==> config.mk <==
export PLATFORM = sky130hd
export DESIGN_NAME = ws2812_input_decoder
export DESIGN_NICKNAME = d
export VERILOG_FILES = /design/src/rtl/ws2812_input_decoder.sv
export SDC_FILE = /design/constraint.sdc
export NUM_CORES = 1
export LEC_CHECK = 0
export ABC_AREA = 1
export BUFFER_PORTS_ARGS = -buffer_cell sky130_fd_sc_hd__buf_4
export CORE_AREA = 4 4 78 80
export CTS_BUF_LIST = sky130_fd_sc_hd__clkbuf_16
export CTS_CLUSTER_SIZE = 20
export DETAILED_ROUTE_END_ITERATION = 8
export DIE_AREA = 0 0 82 84
export PLACE_DENSITY = 0.54
export SYNTH_ARGS = -nofsm -noshare
export SYNTH_HDL_FRONTEND = slang
export SYNTH_SLANG_ARGS = --single-unit
==> constraint.sdc <==
create_clock -name clk -period 1.87 [get_ports clk]
set_input_delay 0 -clock clk [delete_from_list [all_inputs] [get_ports clk]]
set_output_delay 0 -clock clk [all_outputs]
set_load 0.03 [all_outputs]
==> src/rtl/ws2812_input_decoder.sv <==
`default_nettype none
// ============================================================================
//  Module   : ws2812_input_decoder
//  Purpose  : Decodes a WS2812-style single-wire NRZ pulse stream into bytes,
//             MSB first. Each high pulse is timed in clk cycles to decide
//             between 0 and 1. A long low gap closes the frame (latch).
//             Malformed pulses or a partial byte at latch raise error.
//  Ports    : clk        - system clock
//             rst        - asynchronous active-high reset
//             din        - serial line, asynchronous to clk
//             data       - last completed byte (MSB = first bit received)
//             data_valid - 1-cycle strobe when data is updated
//             latch      - 1-cycle strobe on frame-end gap
//             error      - 1-cycle strobe on bad pulse / partial byte at latch
//             busy       - high from first rising edge of a frame to its end
//  Revision : 1.0 - initial release
// ============================================================================
module ws2812_input_decoder #(
    parameter int THRESH_CYCLES   = 6,
    parameter int MIN_HIGH_CYCLES = 2,
    parameter int MAX_HIGH_CYCLES = 12,
    parameter int LATCH_CYCLES    = 600,
    parameter int CNT_WIDTH       = 10
) (
    input  logic       clk,
    input  logic       rst,
    input  logic       din,
    output logic [7:0] data,
    output logic       data_valid,
    output logic       latch,
    output logic       error,
    output logic       busy
);

    localparam logic [CNT_WIDTH-1:0] c_THRESH = CNT_WIDTH'(THRESH_CYCLES);
    localparam logic [CNT_WIDTH-1:0] c_MIN    = CNT_WIDTH'(MIN_HIGH_CYCLES);
    localparam logic [CNT_WIDTH-1:0] c_MAX    = CNT_WIDTH'(MAX_HIGH_CYCLES);
    localparam logic [CNT_WIDTH-1:0] c_LATCH  = CNT_WIDTH'(LATCH_CYCLES);
    localparam logic [CNT_WIDTH-1:0] c_ONE    = CNT_WIDTH'(1);

    typedef enum logic [1:0] {
        S_IDLE   = 2'd0,
        S_HIGH   = 2'd1,
        S_LOW    = 2'd2,
        S_RESYNC = 2'd3
    } state_t;

    state_t               state_q;
    logic [1:0]           sync_q;     // sync_q[1] is the synchronized line din_s
    logic                 din_q;      // previous din_s, for edge detection
    logic [1:0]           warm_q;     // counts cycles since reset release
    logic [CNT_WIDTH-1:0] cnt_q;
    logic [CNT_WIDTH-1:0] cnt_d;
    // Only seven bits are stored: the eighth bit goes straight into data.
    logic [6:0]           sh_q;
    logic [2:0]           bitcnt_q;
    logic [7:0]           data_q;
    logic                 data_valid_q;
    logic                 latch_q;
    logic                 error_q;
    logic                 busy_q;

    logic w_din_s;
    logic w_edges_ok;
    logic w_rise;
    logic w_fall;
    logic w_bit;

    assign w_din_s = sync_q[1];

    // The synchronizer resets to 0, so a line that is already high at reset
    // release would look like a rising edge. Edges are ignored until the
    // whole edge-detect chain holds real line samples, so such a pulse is
    // treated as already in progress and its falling edge lands in IDLE.
    assign w_edges_ok = (warm_q == 2'd3);
    assign w_rise     = w_edges_ok &  w_din_s & ~din_q;
    assign w_fall     = w_edges_ok & ~w_din_s &  din_q;
    assign w_bit      = (cnt_q >= c_THRESH);

    // Level-duration counter: restarts at 1 on any edge, saturates at all-ones.
    always_comb begin
        cnt_d = cnt_q;
        if (w_rise || w_fall) begin
            cnt_d = c_ONE;
        end else if (cnt_q != '1) begin
            cnt_d = cnt_q + c_ONE;
        end
    end

    always_ff @(posedge clk or posedge rst) begin
        if (rst) begin
            state_q      <= S_IDLE;
            sync_q       <= 2'b00;
            din_q        <= 1'b0;
            warm_q       <= 2'd0;
            cnt_q        <= '0;
            sh_q         <= 7'd0;
            bitcnt_q     <= 3'd0;
            data_q       <= 8'h00;
            data_valid_q <= 1'b0;
            latch_q      <= 1'b0;
            error_q      <= 1'b0;
            busy_q       <= 1'b0;
        end else begin
            sync_q       <= {sync_q[0], din};
            din_q        <= w_din_s;
            cnt_q        <= cnt_d;
            data_valid_q <= 1'b0;
            latch_q      <= 1'b0;
            error_q      <= 1'b0;
            if (warm_q != 2'd3) begin
                warm_q <= warm_q + 2'd1;
            end

            case (state_q)
                S_IDLE: begin
                    if (w_rise) begin
                        state_q <= S_HIGH;
                        busy_q  <= 1'b1;
                    end
                end

                S_HIGH: begin
                    if (w_fall) begin
                        // cnt_q holds the completed high time here.
                        if (cnt_q < c_MIN) begin
                            error_q  <= 1'b1;
                            busy_q   <= 1'b0;
                            bitcnt_q <= 3'd0;
                            state_q  <= S_RESYNC;
                        end else begin
                            sh_q     <= {sh_q[5:0], w_bit};
                            bitcnt_q <= bitcnt_q + 3'd1;
                            if (bitcnt_q == 3'd7) begin
                                data_q       <= {sh_q, w_bit};
                                data_valid_q <= 1'b1;
                            end
                            state_q <= S_LOW;
                        end
                    end else if (cnt_d > c_MAX) begin
                        error_q  <= 1'b1;
                        busy_q   <= 1'b0;
                        bitcnt_q <= 3'd0;
                        state_q  <= S_RESYNC;
                    end
                end

                S_LOW: begin
                    if (w_rise) begin
                        state_q <= S_HIGH;
                    end else if (cnt_d == c_LATCH) begin
                        latch_q  <= 1'b1;
                        error_q  <= (bitcnt_q != 3'd0);
                        busy_q   <= 1'b0;
                        bitcnt_q <= 3'd0;
                        state_q  <= S_IDLE;
                    end
                end

                S_RESYNC: begin
                    // Silent recovery: wait for a full latch-length low gap.
                    if (!w_din_s && (cnt_d == c_LATCH)) begin
                        state_q <= S_IDLE;
                    end
                end

                default: begin
                    state_q <= S_IDLE;
                end
            endcase
        end
    end

    assign data       = data_q;
    assign data_valid = data_valid_q;
    assign latch      = latch_q;
    assign error      = error_q;
    assign busy       = busy_q;

endmodule
`default_nettype wire

* After elaboration in Yosys (flattened, before gate mapping)
Cells that the tools add are included.
** Cells by class
- $add $sub $neg :: 3
- Order comparisons :: 3
- Equality and inequality tests :: 15
- Muxes and demuxes :: 36
- Bitwise logic cells :: 7
- Reductions and logical operators :: 12
** Operators by type and width (count)
- two-way mux 10 bit :: 2
- two-way mux 1 bit :: 19
- two-way mux 3 bit :: 5
- two-way mux 2 bit :: 6
- AND reduction 4 bit :: 3
- adder 10 x 1 -> 10 bit, second input constant :: 1
- equality test 10 bit, second input constant :: 1
- greater-or-equal comparator 10 x 3 -> 1 bit, second input constant :: 1
- > comparator 10 x 4 -> 1 bit, second input constant :: 1
- less-than comparator 10 x 2 -> 1 bit, second input constant :: 1
- != test 10 bit, second input constant :: 1
- != test 2 bit, second input constant :: 5
- != test 3 bit, second input constant :: 3
- case mux 2 bit (4 select lines) :: 1
- equality test 2 bit, second input constant :: 3
- case mux 3 bit (2 select lines) :: 1
- AND reduction 6 bit :: 1
- nonzero test 3 bit :: 2
- bitwise AND 1 bit :: 4
- adder 3 x 1 -> 3 bit, second input constant :: 1
- equality test 3 bit, second input constant :: 1
- inverter 1 bit :: 3
- case mux 1 bit (3 select lines) :: 1
- AND reduction 3 bit :: 1
- other kinds (8) :: 8
** Word-level totals
- Bits in registers :: 39
- Bits of input ports :: 3
- Output and inout port bits :: 12
- Word-level logic and storage cells :: 88

* Longest topological paths before layout
- Depth in word-level cells :: 9
- Gate-level depth with buffers :: 16
- Gate-level depth less buffers :: 16

* Least setup slack after synthesis
No wires, ideal clock.
- Kind :: register to register
- Start :: register warm_q[0]
- End :: register bitcnt_q[0]
- Arrival time :: 1727 ps
- Required time :: 1749 ps
- Slack :: 23 ps
- Cell stages (with the launch flop) :: 15
- Path buffers :: 1
- Cells stage by stage :: dfrtp_1 -> ha_1 -> nand3_1 -> inv_1 -> nor2_1 -> buf_2 -> nand2_1 -> inv_2 -> nand2_1 -> nor2_1 -> nand3_1 -> nand2_1 -> nand3_2 -> nand2_1 -> o21ai_1
** On the way
- Cells in the longest elaborated chain, start to end :: 8
- Elaborated cells between the ends (all ways) :: 15
- Those cells by class :: 1 x order compare; 5 x eq/ne; 3 x mux; 4 x bitwise; 2 x reduce/logical
** Ends and longest elaborated chain
- start: declaration :: RTL line 51 : logic [1:0] warm_q;
- start signal: assignment :: RTL line 112 : warm_q <= warm_q + 2'd1;
- equality test 2 bit * :: RTL line 75 : assign w_edges_ok = (warm_q == 2'd3);
- bitwise AND 1 bit, on equally long branches (2 in series) :: RTL line 76, 77
- logical OR 1 bit * :: RTL line 83 : if (w_rise || w_fall) begin
- two-way mux 10 bit * :: RTL line 83
- named net cnt_d[4] :: RTL line 53 : logic [CNT_WIDTH-1:0] cnt_d;
- > comparator 10 x 4 -> 1 bit / equality test 10 bit (equally long branches) :: RTL line 140, 151
- != test 3 bit (no line) / != test 2 bit (equally long branches)
- AND reduction 4 bit (no line) *
- end signal: assignment :: RTL line 133 : bitcnt_q <= bitcnt_q + 3'd1;
- end: declaration :: RTL line 56 : logic [2:0] bitcnt_q;
Mark *: on every way through the listed nets, which the timed path passes. The rest lies on a longest branch.
A chain may end at the register's enable or synchronous reset.

* Worst setup path in the final report
- Start :: register warm_q[1]
- End :: register bitcnt_q[0]
** On the way
- Cells in the longest elaborated chain, start to end :: 8
- Elaborated cells between the ends (all ways) :: 15
- Those cells by class :: 1 x order compare; 5 x eq/ne; 3 x mux; 4 x bitwise; 2 x reduce/logical
** Ends and longest elaborated chain (RTL line)
- equality test 2 bit * :: 75
- bitwise AND 1 bit, on equally long branches (2 in series) :: 76, 77
- logical OR 1 bit :: 83
- two-way mux 10 bit :: 83
- > comparator 10 x 4 -> 1 bit / equality test 10 bit (equally long branches) :: 140, 151
- != test 3 bit (no line) / != test 2 bit (equally long branches)
- AND reduction 4 bit (no line)
Mark *: on every way between the ends. The rest lies on a longest branch, timed or not.

==> results.sh <==
export IMPL_r2r_slack_ns=-0.08
export IMPL_io_buffers=14
export IMPL_power_density_nw_per_um2=950
export IMPL_num_antenna_cells=0
export IMPL_reg2reg_depth=13
export IMPL_instances_no_fill=395
export IMPL_violations="setup timing"
export IMPL_setup_viol=7
export IMPL_crit_type="reg2reg"
export IMPL_overflow=0
export IMPL_drtIter0Drc=67
export IMPL_clk_latency_ns=0.28
export IMPL_totalPowerFinal_uw=2870
export IMPL_cts_tree="done"
export IMPL_grt_usage_pct=14.3
export IMPL_cts_root_buf="clkbuf_16"
export IMPL_r2r_start="warm_q[1]$_DFFE_PP0P_"
export IMPL_synth_fp_nets=280
export IMPL_grt_pass1_wl_um=7730
export IMPL_syn2layout_area_growth_pct=42.2
export IMPL_fin_nets=335
export IMPL_drive_gt1_share_pct=35.6
export IMPL_drv_slew=0
export IMPL_finalCritPeriodShare_pct=104
export IMPL_ant_nets=0
export IMPL_synth_top_cell_area_share_pct=45.9
export IMPL_min_to="sync_q[1]$_DFF_PP0_"
export IMPL_path_max_fanout=6
export IMPL_hold_violations=0
export IMPL_io_pins=15
export IMPL_die_w_um=82
export IMPL_gp_congestion=0.838
export IMPL_synth_common_cells="nand2_1, inv_1, dfrtp_1, nand3_1, nor2_1"
export IMPL_fmaxAchievable_mhz=512
export IMPL_cp_startpoint="warm_q[1]$_DFFE_PP0P_"
export IMPL_syn_area_um2=2120
export IMPL_grtUsageMet2_pct=22.8
export IMPL_via_count=1838
export IMPL_clkTransAtPathRegs_ns=0.06
export IMPL_synthCells=267
export IMPL_core_rowCount=27
export IMPL_ctsLongestPathBuffers=2
export IMPL_maxCapViolCount=0
export IMPL_seq_area_um2=978
export IMPL_end_kind="flop"
export IMPL_fill_cells=505
export IMPL_hp_start="sync_q[0]$_DFF_PP0_"
export IMPL_htree_levels=2
export IMPL_multiInputGateArea_um2=1180
export IMPL_core_um2=5410
export IMPL_hold_path_class="reg2reg"
export IMPL_skew_ns=0.00421
export IMPL_routedWlPerCell_um=11.7
export IMPL_synth_edff_count=0
export IMPL_start_kind="flop"
export IMPL_r2r_end="bitcnt_q[0]$_DFFE_PP0P_"
export IMPL_grtUsageMet1_pct=18.1
export IMPL_route_detailed_drc=0
export IMPL_hold_depth=0
export IMPL_worst_pin_slew_ns=0.496
export IMPL_vias_per_cell=4.65
export IMPL_die_h_um=84
export IMPL_worst_ep_required_time_ns=2.08
export IMPL_fin_util_pct=55.9
export IMPL_whs_ns=0.346
export IMPL_peakVddDrop_mv=0.718
export IMPL_avgSynthCellArea_um2=7.96
export IMPL_ys_types=30
export IMPL_grt_pass1_vias=1744
export IMPL_dp_cells=377
export IMPL_drt_pass1_iter_count=4
export IMPL_relSlewSlack_pct=66.9
export IMPL_grt_max_degree=40
export IMPL_setup_tns_ns=-0.462
export IMPL_cp_arrival_ns=2.16
export IMPL_antenna_found_initial=0
export IMPL_dp_hpwl_um=3210
export IMPL_drt_wl_total_um=4610
export IMPL_rsz0062_at_grt="yes"
export IMPL_synth_ff_type="dfrtp_1"
export IMPL_start_util_pct=39.3
export IMPL_met3_usage_pct=3.78
export IMPL_async_flop_share_pct=100
export IMPL_synth_area_top_cells="dfrtp_1, nand2_1, inv_1"
export IMPL_min_period_ns=1.95
export IMPL_p_leak_uw=0.00153
export IMPL_status="finished, violations left"
export IMPL_cts_buffers=5
export IMPL_yosysMostFrequentCell="nand2_1"
export IMPL_cts_sinks=39
export IMPL_yosys_area_top_type="dfrtp_1"
export IMPL_yosysWarningCount=0
export IMPL_die_area_um2=6890
export IMPL_ys_seq_area_share_pct=45.9
export IMPL_synth_seq_cells=39
export IMPL_top_usage_layer="met2"
export IMPL_fin_ws_ns=-0.0839
critical path: stages (launching register included):
cell	delay (ns)
dfrtp_1	0.39
ha_4	0.18
inv_4	0.04
nor3_4	0.22
nor2_4	0.07
buf_4	0.16
nand2_1	0.13
nand2_1	0.10
nor2_4	0.10
nand4_2	0.10
buf_4	0.17
nand3_4	0.09
nand2_1	0.05
o21ai_1	0.07
flip-flops by register name (all words and copies together), names as in the netlist:
register and count:
latch 1, warm_q 2, error 1, sync_q 2, busy 1, din_q 1, data 8, state_q 2
sh_q 7, bitcnt_q 3, cnt_q 10, data_valid 1
power by group:
group / switching, uW / leakage (uW) / internal, uW
logic: 534 / 0.000935 / 364
registers: 76.2 / 0.000513 / 939
clock network: 330 / 0.0000818 / 629
layer usage:
| metal | routed length [um] | vias up |
|---|---|---|
| met2 | 2250 | 14 |
| met5 | 0 | - |
| met1 | 2160 | 863 |
| li1 | - | 954 |
| met3 | 110 | 7 |
| met4 | 89 | 0 |
worst max path at each step:
stage                                   end  slack [ns]  depth (start not counted)
floorplan           bitcnt_q[0]$_DFFE_PP0P_        0.02                         14
global placement    bitcnt_q[0]$_DFFE_PP0P_       -0.13                         13
detailed placement  bitcnt_q[0]$_DFFE_PP0P_       -0.16                         14
CTS                  state_q[1]$_DFFE_PP0P_       -0.06                         12
global route               busy$_DFFE_PP0P_       -0.24                         13
finish              bitcnt_q[0]$_DFFE_PP0P_       -0.08                         13
per-stage QoR:
step | cell area [um^2] | setup slack (ns)
finish | 3020 | -0.0839
global route | 3020 | -0.241
CTS | 2790 | -0.0586
detailed placement | 2520 | -0.161
global placement | 2520 | -0.130
floorplan | 2120 | 0.0228
logic make-up (layout without fill, tap and decap cells):
family	after synthesis	after routing	share of synthesized area (%)
AND/OR/NAND/NOR	134	135	29.7
buffers and inverters	49	104	8.77
flip-flops	39	39	45.9
AO/OA/AOI/OAI	32	32	8.48
adder cells (fa/ha/maj)	10	10	5.89
XOR/XNOR	3	3	1.24
final cells by class:
type | instances | area share (%)
multi-input combinational | 180 | 39.0
sequential | 39 | 32.4
timing repair buffer | 50 | 14.1
inverter | 46 | 6.05
clock buffer | 5 | 4.14
tap | 72 | 2.98
clock inverter | 3 | 1.41
what timing repair did:
item	CTS	global route
endpoints found under the setup margin	15	23
setup buffers	2	5
resized for setup	12	60
gates cloned	1	1
hold endpoints to repair	40	0
pin swaps	5	14
hold buffers	2	0
layout by cell type (no fill, tap or decap), types with 2 or more instances in the layout:
master / n
ha_1: 8
nor2_4: 7
dfrtp_1: 37
o21ai_1: 12
o21ai_2: 2
dlygate4sd3_1: 2
ha_4: 2
inv_2: 3
clkbuf_16: 6
nand4_1: 4
xnor2_1: 2
nand2_2: 14
a21oi_2: 2
dfrtp_2: 2
nand3_4: 4
nand3_2: 4
inv_6: 2
buf_4: 42
o21ai_0: 9
clkinv_1: 2
o21bai_1: 4
nand3_1: 13
nor2_2: 7
nand2_1: 59
nor2_1: 10
inv_4: 2
inv_1: 39
buf_6: 4
nand2_4: 7
(Power assumes the default switching activity.)
